### src/rtl/muldiv_pkg.sv
// Shared multiply/divide definitions: MDFunc operation codes and the divider state type.
// Used by the divrem top and its testbench.
package muldiv_pkg;

   localparam logic [2:0] MD_MUL    = 3'b000;
   localparam logic [2:0] MD_MULH   = 3'b001;
   localparam logic [2:0] MD_MULHSU = 3'b010;
   localparam logic [2:0] MD_MULHU  = 3'b011;
   localparam logic [2:0] MD_DIV    = 3'b100;
   localparam logic [2:0] MD_DIVU   = 3'b101;
   localparam logic [2:0] MD_REM    = 3'b110;
   localparam logic [2:0] MD_REMU   = 3'b111;

   typedef enum logic [1:0] {
      ST_IDLE = 2'd0,
      ST_RUN  = 2'd1,
      ST_FIX  = 2'd2,
      ST_DONE = 2'd3
   } divrem_state_t;

endpackage

### src/rtl/divrem_if.sv
// Request/result bundle of the iterative divider.
// The master drives the operation; the slave returns the result and status.
interface divrem_if #(parameter int DWIDTH = 32) ();

   logic              start;
   logic [2:0]        MDFunc;
   logic [DWIDTH-1:0] A;
   logic [DWIDTH-1:0] B;
   logic [DWIDTH-1:0] MDOut;
   logic              busy;
   logic              done;

   modport master (output start, MDFunc, A, B, input MDOut, busy, done);
   modport slave  (input start, MDFunc, A, B, output MDOut, busy, done);

endinterface

### src/rtl/div_step.sv
// One restoring shift-subtract iteration on unsigned magnitudes.
// The quotient register doubles as the dividend shifter: its MSB feeds the remainder.
module div_step #(parameter int DWIDTH = 32) (
   input  logic [DWIDTH:0]   rem_in,
   input  logic [DWIDTH-1:0] quo_in,
   input  logic [DWIDTH-1:0] divisor,
   output logic [DWIDTH:0]   rem_out,
   output logic [DWIDTH-1:0] quo_out
);

   logic [DWIDTH+1:0] shifted;
   logic [DWIDTH+1:0] diff;
   logic              fits;

   // Extra top bit keeps the trial subtraction sign-correct for any remainder value.
   always_comb begin
      shifted = {rem_in, quo_in[DWIDTH-1]};
      diff    = shifted - {2'b00, divisor};
      fits    = ~diff[DWIDTH+1];
      rem_out = fits ? diff[DWIDTH:0] : shifted[DWIDTH:0];
      quo_out = {quo_in[DWIDTH-2:0], fits};
   end

endmodule

### src/rtl/divrem.sv
// Multi-cycle DIV/DIVU/REM/REMU unit: latch magnitudes, DWIDTH restoring steps, then sign fix.
// Optional macro DIVREM_EARLY_OUT_EN answers divide-by-zero and signed overflow in one cycle.
module divrem
   import muldiv_pkg::*;
#(
   parameter int DWIDTH = 32
) (
   input  logic    clk,
   input  logic    rst,
   divrem_if.slave bus
);

   localparam int CW = $clog2(DWIDTH);

   divrem_state_t     state, state_next;
   logic [CW-1:0]     count;
   logic [DWIDTH:0]   rem_q;
   logic [DWIDTH-1:0] quo_q, div_q, amag_q, mdout_q;
   logic              sign_a, sign_b, is_rem, div0, ovf;

   logic              accept, in_signed, in_sa, in_sb, in_div0, in_ovf;
   logic [DWIDTH-1:0] in_amag, in_bmag;
   logic [DWIDTH:0]   step_rem;
   logic [DWIDTH-1:0] step_quo;
   logic [DWIDTH-1:0] a_val, q_fix, r_fix, fix_result;

   function automatic logic [DWIDTH-1:0] special_result(input logic rem_op, input logic zero,
                                                        input logic [DWIDTH-1:0] a_orig);
      if (rem_op) return zero ? a_orig : '0;
      else        return zero ? '1 : a_orig;
   endfunction

   always_comb begin
      accept    = bus.start && bus.MDFunc[2] && (state == ST_IDLE || state == ST_DONE);
      in_signed = ~bus.MDFunc[0];
      in_sa     = in_signed & bus.A[DWIDTH-1];
      in_sb     = in_signed & bus.B[DWIDTH-1];
      in_amag   = in_sa ? -bus.A : bus.A;
      in_bmag   = in_sb ? -bus.B : bus.B;
      in_div0   = (bus.B == '0);
      in_ovf    = in_signed && (bus.A == {1'b1, {(DWIDTH-1){1'b0}}}) && (bus.B == '1);
   end

   div_step #(.DWIDTH(DWIDTH)) u_step (
      .rem_in  (rem_q),
      .quo_in  (quo_q),
      .divisor (div_q),
      .rem_out (step_rem),
      .quo_out (step_quo)
   );

   // Remainder follows the dividend's sign; sign_a/sign_b are only set for signed ops.
   always_comb begin
      a_val      = sign_a ? -amag_q : amag_q;
      q_fix      = (sign_a ^ sign_b) ? -quo_q : quo_q;
      r_fix      = sign_a ? -rem_q[DWIDTH-1:0] : rem_q[DWIDTH-1:0];
      fix_result = (div0 || ovf) ? special_result(is_rem, div0, a_val)
                                 : (is_rem ? r_fix : q_fix);
   end

   always_ff @(posedge clk) begin
      if (rst) state <= ST_IDLE;
      else     state <= state_next;
   end

   always_comb begin
      state_next = state;
      case (state)
         ST_IDLE, ST_DONE: begin
            if (accept) begin
`ifdef DIVREM_EARLY_OUT_EN
               state_next = (in_div0 || in_ovf) ? ST_DONE : ST_RUN;
`else
               state_next = ST_RUN;
`endif
            end else begin
               state_next = ST_IDLE;
            end
         end
         ST_RUN:  if (count == '0) state_next = ST_FIX;
         ST_FIX:  state_next = ST_DONE;
         default: state_next = ST_IDLE;
      endcase
   end

   always_ff @(posedge clk) begin
      if (rst) begin
         count   <= '0;
         rem_q   <= '0;
         quo_q   <= '0;
         div_q   <= '0;
         amag_q  <= '0;
         mdout_q <= '0;
         sign_a  <= 1'b0;
         sign_b  <= 1'b0;
         is_rem  <= 1'b0;
         div0    <= 1'b0;
         ovf     <= 1'b0;
      end else if (accept) begin
         count  <= CW'(DWIDTH-1);
         rem_q  <= '0;
         quo_q  <= in_amag;
         amag_q <= in_amag;
         div_q  <= in_bmag;
         sign_a <= in_sa;
         sign_b <= in_sb;
         is_rem <= bus.MDFunc[1];
         div0   <= in_div0;
         ovf    <= in_ovf;
`ifdef DIVREM_EARLY_OUT_EN
         if (in_div0 || in_ovf) mdout_q <= special_result(bus.MDFunc[1], in_div0, bus.A);
`endif
      end else if (state == ST_RUN) begin
         rem_q <= step_rem;
         quo_q <= step_quo;
         if (count != '0) count <= count - 1'b1;
      end else if (state == ST_FIX) begin
         mdout_q <= fix_result;
      end
   end

   assign bus.MDOut = mdout_q;
   assign bus.busy  = (state == ST_RUN) || (state == ST_FIX);
   assign bus.done  = (state == ST_DONE);

endmodule

### src/flat_wrapper.sv
// flat-port wrapper written by rule: the top's interface ports become plain ports
module divrem_flat import muldiv_pkg::*;
#(
   parameter int DWIDTH = 32
)
  (clk, rst, bus_start, bus_MDFunc, bus_A, bus_B, bus_MDOut, bus_busy, bus_done);
  divrem_if #(.DWIDTH(DWIDTH)) bus_i ();
  input  logic clk;
  input  logic rst;
  input wire logic [$bits(bus_i.start)-1:0] bus_start;
  input wire logic [$bits(bus_i.MDFunc)-1:0] bus_MDFunc;
  input wire logic [$bits(bus_i.A)-1:0] bus_A;
  input wire logic [$bits(bus_i.B)-1:0] bus_B;
  output wire logic [$bits(bus_i.MDOut)-1:0] bus_MDOut;
  output wire logic [$bits(bus_i.busy)-1:0] bus_busy;
  output wire logic [$bits(bus_i.done)-1:0] bus_done;
  assign bus_i.start = bus_start;
  assign bus_i.MDFunc = bus_MDFunc;
  assign bus_i.A = bus_A;
  assign bus_i.B = bus_B;
  assign bus_MDOut = bus_i.MDOut;
  assign bus_busy = bus_i.busy;
  assign bus_done = bus_i.done;
  divrem #(.DWIDTH(DWIDTH)) u_core (.clk(clk), .rst(rst), .bus(bus_i));
endmodule
### config.mk
export PLATFORM = sky130hd
export DESIGN_NAME = divrem_flat
export DESIGN_NICKNAME = d
export VERILOG_FILES = /design/src/rtl/muldiv_pkg.sv /design/src/rtl/divrem_if.sv /design/src/rtl/div_step.sv /design/src/rtl/divrem.sv /design/src/flat_wrapper.sv
export SDC_FILE = /design/constraint.sdc
export NUM_CORES = 1
export LEC_CHECK = 0
export BUFFER_PORTS_ARGS = -buffer_cell sky130_fd_sc_hd__buf_2
export CAP_MARGIN = 0
export CORE_MARGIN = 2
export CORE_UTILIZATION = 40
export CTS_CLUSTER_SIZE = 30
export DETAILED_ROUTE_END_ITERATION = 10
export HOLD_SLACK_MARGIN = 0.03
export PLACE_DENSITY_LB_ADDON = 0.2
export SLEW_MARGIN = 10
export SYNTH_ARGS = -nofsm -noshare
export SYNTH_HDL_FRONTEND = slang
export SYNTH_SLANG_ARGS = --single-unit
### constraint.sdc
create_clock -name clk -period 8.98 [get_ports clk]
set_input_delay 0 -clock clk [delete_from_list [all_inputs] [get_ports clk]]
set_output_delay 0 -clock clk [all_outputs]
set_load 0.1 [all_outputs]
# Yosys cells after proc, flatten, opt, wreduce, memory -nomap -nowiden
# Index checks and enable logic that the tools add are counted.
dict set report word_totals {
  reg_bits 173
  input_bits 70
  output_inout_bits 34
  elab_cells 68
}
dict set report classes {
  addsub 7
  n_eq_ne 6
  muxes 19
  n_bitwise 7
  n_reduce_logical 17
}
# operator n
set ops {}
lappend ops {{2-to-1 mux 32 bit} 12}
lappend ops {{negation 32 bit} 5}
lappend ops {{== test 32 bit (second input constant)} 2}
lappend ops {{subtractor 34 x 32 -> 34 bit} 1}
lappend ops {{2-to-1 mux 33 bit} 1}
lappend ops {{logical NOT 32 bit} 1}
lappend ops {{2-to-1 mux 5 bit} 3}
lappend ops {{case mux 2 bit (3 select lines)} 1}
lappend ops {{logical NOT 5 bit} 1}
lappend ops {{nonzero test 5 bit} 1}
lappend ops {{subtractor 5 x 1 -> 5 bit (second input constant)} 1}
lappend ops {{== test 2 bit (second input constant)} 2}
lappend ops {{logical AND 1 bit} 4}
lappend ops {{inverter 1 bit} 4}
lappend ops {{nonzero test 2 bit} 2}
lappend ops {{OR reduction 2 bit} 2}
lappend ops {{logical OR 1 bit} 3}
lappend ops {{AND reduction 3 bit} 1}
lappend ops {{bitwise AND 1 bit} 2}
lappend ops {{== test 2 x 1 -> 1 bit (second input constant)} 1}
lappend ops {{logical NOT 2 bit} 1}
lappend ops {{2-to-1 mux 2 bit} 1}
lappend ops {{inequality test 2 x 1 -> 1 bit (second input constant)} 1}
lappend ops {{AND reduction 2 bit} 1}
lappend ops {{other kinds (2)} 2}

# Depth between registers and ports, before layout
dict set report depth {
  depth_word 5
  depth_mapped 14
  mapped_depth_nobuf 12
}

# Hierarchy
# A second synthesis with hierarchy kept.
dict set report hier_totals {
  hier_cells 1649
  hier_area_um2 12968.7
}
# module n_inst cells_each area_each_um2 seq_area_each_um2
set by_module_without_submodules {}
lappend by_module_without_submodules {divrem 1 1289 10557.6 3463.3}
lappend by_module_without_submodules {div_step 1 360 2411.1 0.0}

# Least setup slack after synthesis
# OpenSTA, ideal clock, no wires.
dict set report synth_timing {
  path_type {reg2reg}
  from {reg u_core.rem_q[0]}
  to {reg u_core.rem_q[21]}
  setup_time_ps 133
  arrival_time_ps 2919
  required_ps 8847
  slack_ps 5929
  stages_incl_launch_ff 12
  n_path_buf 2
  period_less_slack_ps 3051
  cell_sequence {dfxtp_1 > ha_1 > nor2b_1 > o31ai_1 > nor4_1 > or3_1 > a32oi_1 > o21a_1 > clkbuf_1 > clkbuf_1 > mux2i_1 > a21oi_1}
}
dict set report synth_via {
  elab_chain_len 2
}
# element line
set synth_rtl {}
lappend synth_rtl {{start: declaration} divrem.sv:17} ;# logic [DWIDTH:0] rem_q;
lappend synth_rtl {{start signal: assignment} divrem.sv:114} ;# rem_q <= step_rem;
lappend synth_rtl {{subtractor 34 x 32 -> 34 bit} div_step.sv:18} ;# diff = shifted - {2'b00, divisor};
lappend synth_rtl {{2-to-1 mux 33 bit} div_step.sv:20} ;# rem_out = fits ? diff[DWIDTH:0] : shifted[DWIDTH:0];
# No other way between the ends.
# A chain may end at the register's enable or synchronous reset.

# Final worst setup path
dict set report layout_timing {
  from {reg u_core.div_q[1]}
  to {reg u_core.rem_q[15]}
}
dict set report layout_via {
  elab_chain_len 2
}
# element line
set layout_rtl {}
lappend layout_rtl {{start: declaration} divrem.sv:18} ;# logic [DWIDTH-1:0] quo_q, div_q, amag_q, mdout_q;
lappend layout_rtl {{start signal: assignment} divrem.sv:104} ;# div_q <= in_bmag;
lappend layout_rtl {{subtractor 34 x 32 -> 34 bit} div_step.sv:18}
lappend layout_rtl {{2-to-1 mux 33 bit} div_step.sv:20}
# No other way between the ends.

==> results by group <==
Worst setup path
  – Buf/Inv on CP: 2
  – Worst R2R Start: u_core.div_q[1]
  – Critical path class: reg2reg
  – Startpoint type of the worst setup path: register
  – Reg2reg path depth: 11
  – Crit-path leading delay family: simple AND/OR/NAND/NOR gates
  – Crit path depth: 11
  – CP Data Required Time: about 9.3 ns
  – CP max stage cell: nor4_1
  – Crit Path Max Fanout: 21
  – Crit. End Element: register
  – Crit-path cells: inv_1, ha_1, nor2b_1, o31ai_1, nor4_1, nor3_1, nor3_1, o21a_1, buf_4, mux2i_1, a211oi_1
  – R2R setup slack: 5.38 ns
  – Max stage delay on crit path: 0.67 ns
  – Capturing point of the worst reg2reg path: u_core.rem_q[15]
  – Arrival @ worst endpoint: a little under 4 ns
  – Most used cell, CP: nor3_1

Floorplan
  – Die Wd: roughly 180 um
  – CORE AREA: 29,700 um^2
  – # IOs: 104
  – Die area: around 32,000 um^2
  – Site row count: 63
  – Starting Density: 0.407
  – Die H: about 180 um

Global routing
  – Initial antenna violation count: 1
  – Vias in the first global route: 10,900
  – First-pass GRT wire length: 62,100 um
  – Largest net degree at the start of global routing: 69
  – Remaining global-route overflow: 0
  – Total track usage: 0.253

STA
  – Slew Limit Headroom: 0.138
  – Setup TNS Final: 0 ns
  – Fmax: approximately 0.28 GHz
  – Setup-failing EPs final: 0
  – Tcrit/Tclk final: 0.401
  – Final Max Tran Viols: 0
  – Final Hold Violating Endpoints: 0
  – Post-route setup slack: 5.38 ns
  – Fin crit period: 3.60 ns
  – Clk_skew: 0.0196 ns
  – Hold_ws: 0.0344 ns
  – Unrepaired setup endpoints after global routing: false
  – Slew @ Worst Pin: ~1.3 ns

Clock tree
  – CTS HTree Levels: 4
  – CTS tree: done
  – Clock root buffer: clkbuf_16
  – Post-CTS setup repair buffer count: 0
  – Clock latency on the worst-skew pair: 0.45 ns
  – Clk sinks: around 170
  – CTS-repair resized insts: 0
  – CTS Buffer Depth: 2
  – Clock transition at path regs: approximately 0.080 ns
  – Cts bufs inserted: 17

Logic synthesis
  – Synth top area cells: dfxtp_1 (29%), a21oi_1 (6.3%), xnor2_1 (6.2%)
  – #FFs+latches synth: 173
  – Synth top area share: 0.286
  – Cells after Synth: 1,553
  – Post-synth EDFFs: 0
  – Share of flip-flops with an asynchronous set or reset: 0
  – Synth area leader: dfxtp_1
  – Net Count, Synth: between 1,500 and 2,000
  – Post-Syn Area: 12,100 um^2
  – Top_reg_cell synth: dfxtp_1
  – Ys Warns: 0
  – Cell variety after synth: 68
  – Cell with the most instances after synthesis: dfxtp_1
  – Syn_area_per_cell: 7.79 um^2
  – Commonest cells in the netlist: dfxtp_1 (173), nor2_1 (154), a21oi_1 (152), nand2_1 (109), o21ai_0 (89)
  – Post-synthesis sequential area ratio: 0.286

Route
  – Drt drc: 0
  – Vias/cell: 5.83
  – WL final: 39,900 um
  – Routed via count: 11,900
  – DR iter-0 viols: 949
  – Detailed-router iteration count before antenna repair: 6
  – Antenna Nets Post-Route: 0
  – Routed len/inst: 19.5 um

Final layout
  – Diode count: 0
  – Area occupied by multi-input gates: 8090 um^2
  – Area grow syn2layout: 15.0%
  – Layout fillers: 2,954
  – Non-filler cells in the finished layout: 2,046
  – Share of layout cells above drive strength 1: 0.105
  – Count of nets after finishing: 1,757
  – Register area: 3460 um^2

Worst hold path
  – HP Class: in2reg
  – Hold Crit Endpoint: u_core.amag_q[29]
  – HP Start: bus_A[29]
  – Hold depth: 4

Pwr
  – PD cells: about 330 nW/um^2
  – Peak supply drop: between 0.2 and 0.25 mV
  – Overall power: 0.00465 W
  – Leak pwr: between 5 and 6 nW

Place
  – I/O Buffers: 103
  – Hpwl dp: around 30,000 um
  – Pre-CTS WS: 5.42 ns
  – Dpl cells: between 1,500 and 2,000
  – RD Place Congestion: 0.940

Job
  – Max_cap viols: 0

Run status
  – Status: complete, no violations
per-layer routing:
metal,vias up,global-route usage,part of all wire
met5,-,0,0.00045
met1,5641,0.369,0.48
met3,56,0.0506,0.070
met4,2,0.0693,0.021
li1,5840,-,-
met2,393,0.374,0.43
cells in the final DEF, fill, tap and decap left out, types with 41 or more instances in the layout:
cell type      netlist  layout
dfxtp_1            173     172
nor2_1             154     154
a21oi_1            152     152
nand2_1            109     109
buf_2                1     102
o21ai_0             89      88
xor2_1              85      85
xnor2_1             85      85
inv_1               61      61
a211oi_1            53      53
mux2i_1             50      50
dlygate4sd3_1        0      42
ha_1                43      41
kinds of logic after synthesis:
| logic type | count (synthesis) | share of synthesized area |
|---|---|---|
| xor gates and xnor gates | 170 | 0.123 |
| muxes | 51 | 0.0423 |
| buffers and inverters | 151 | 0.0469 |
| and+or+nand+nor | 448 | 0.178 |
| DFF | 173 | 0.286 |
| AOI/OAI and AO/OA | 516 | 0.278 |
| adders and majority gates | 44 | 0.0461 |
cell type report:
| type | count | share of cell area |
|---|---|---|
| Multi-Input combinational cell | 1229 | 0.581 |
| Sequential cell | 173 | 0.249 |
| Timing Repair Buffer | 159 | 0.0750 |
| Tap cell | 390 | 0.0351 |
| Clock buffer | 17 | 0.0306 |
| Inverter | 63 | 0.0170 |
| Clock inverter | 15 | 0.0120 |
repair_timing:
item | 4_1_cts | 5_1_grt
endpoints found under the setup margin | 0 | 0
endpoints found under the hold margin | 46 | 0
hold buffers | 42 | 0
stage by stage:
stage / cell area, um^2 / utilization
after floorplan: 12100 / -
after CTS: 13900 / 0.468
after global placement: 12900 / 0.434
final: 13900 / 0.468
after global routing: 13900 / 0.468
after detailed placement: 12900 / 0.434
registers in the layout, summed over array words and instances (netlist names), 2 cells and up:
| register | cells |
|---|---|
| u_core.count | 5 |
| u_core.state | 2 |
| u_core.amag_q | 32 |
| u_core.quo_q | 32 |
| u_core.div_q | 32 |
| u_core.bus.MDOut | 32 |
| u_core.rem_q | 33 |
tightest hold or removal path, delay by kind of cell:
family,cells,cell delay (ns)
buffers and inverters,1,0.11
AO/OA/AOI/OAI,2,0.19
XOR/XNOR,1,0.14
worst max path at each step:
| stage | from | end |
|---|---|---|
| floorplan | u_core.rem_q[0] | u_core.rem_q[21] |
| finish | u_core.div_q[1] | u_core.rem_q[15] |
| global route | u_core.rem_q[0] | u_core.rem_q[21] |
| global placement | u_core.rem_q[0] | u_core.rem_q[4] |
| CTS | u_core.rem_q[0] | u_core.rem_q[15] |
| detailed placement | u_core.rem_q[0] | u_core.rem_q[15] |
power by group:
part           internal [W]  switching [W]
Combinational      0.000953        0.00176
Clock              0.000398       0.000371
Sequential         0.000946       0.000228
Total               0.00230        0.00236
Note: power is estimated with default switching activity, not from simulation.
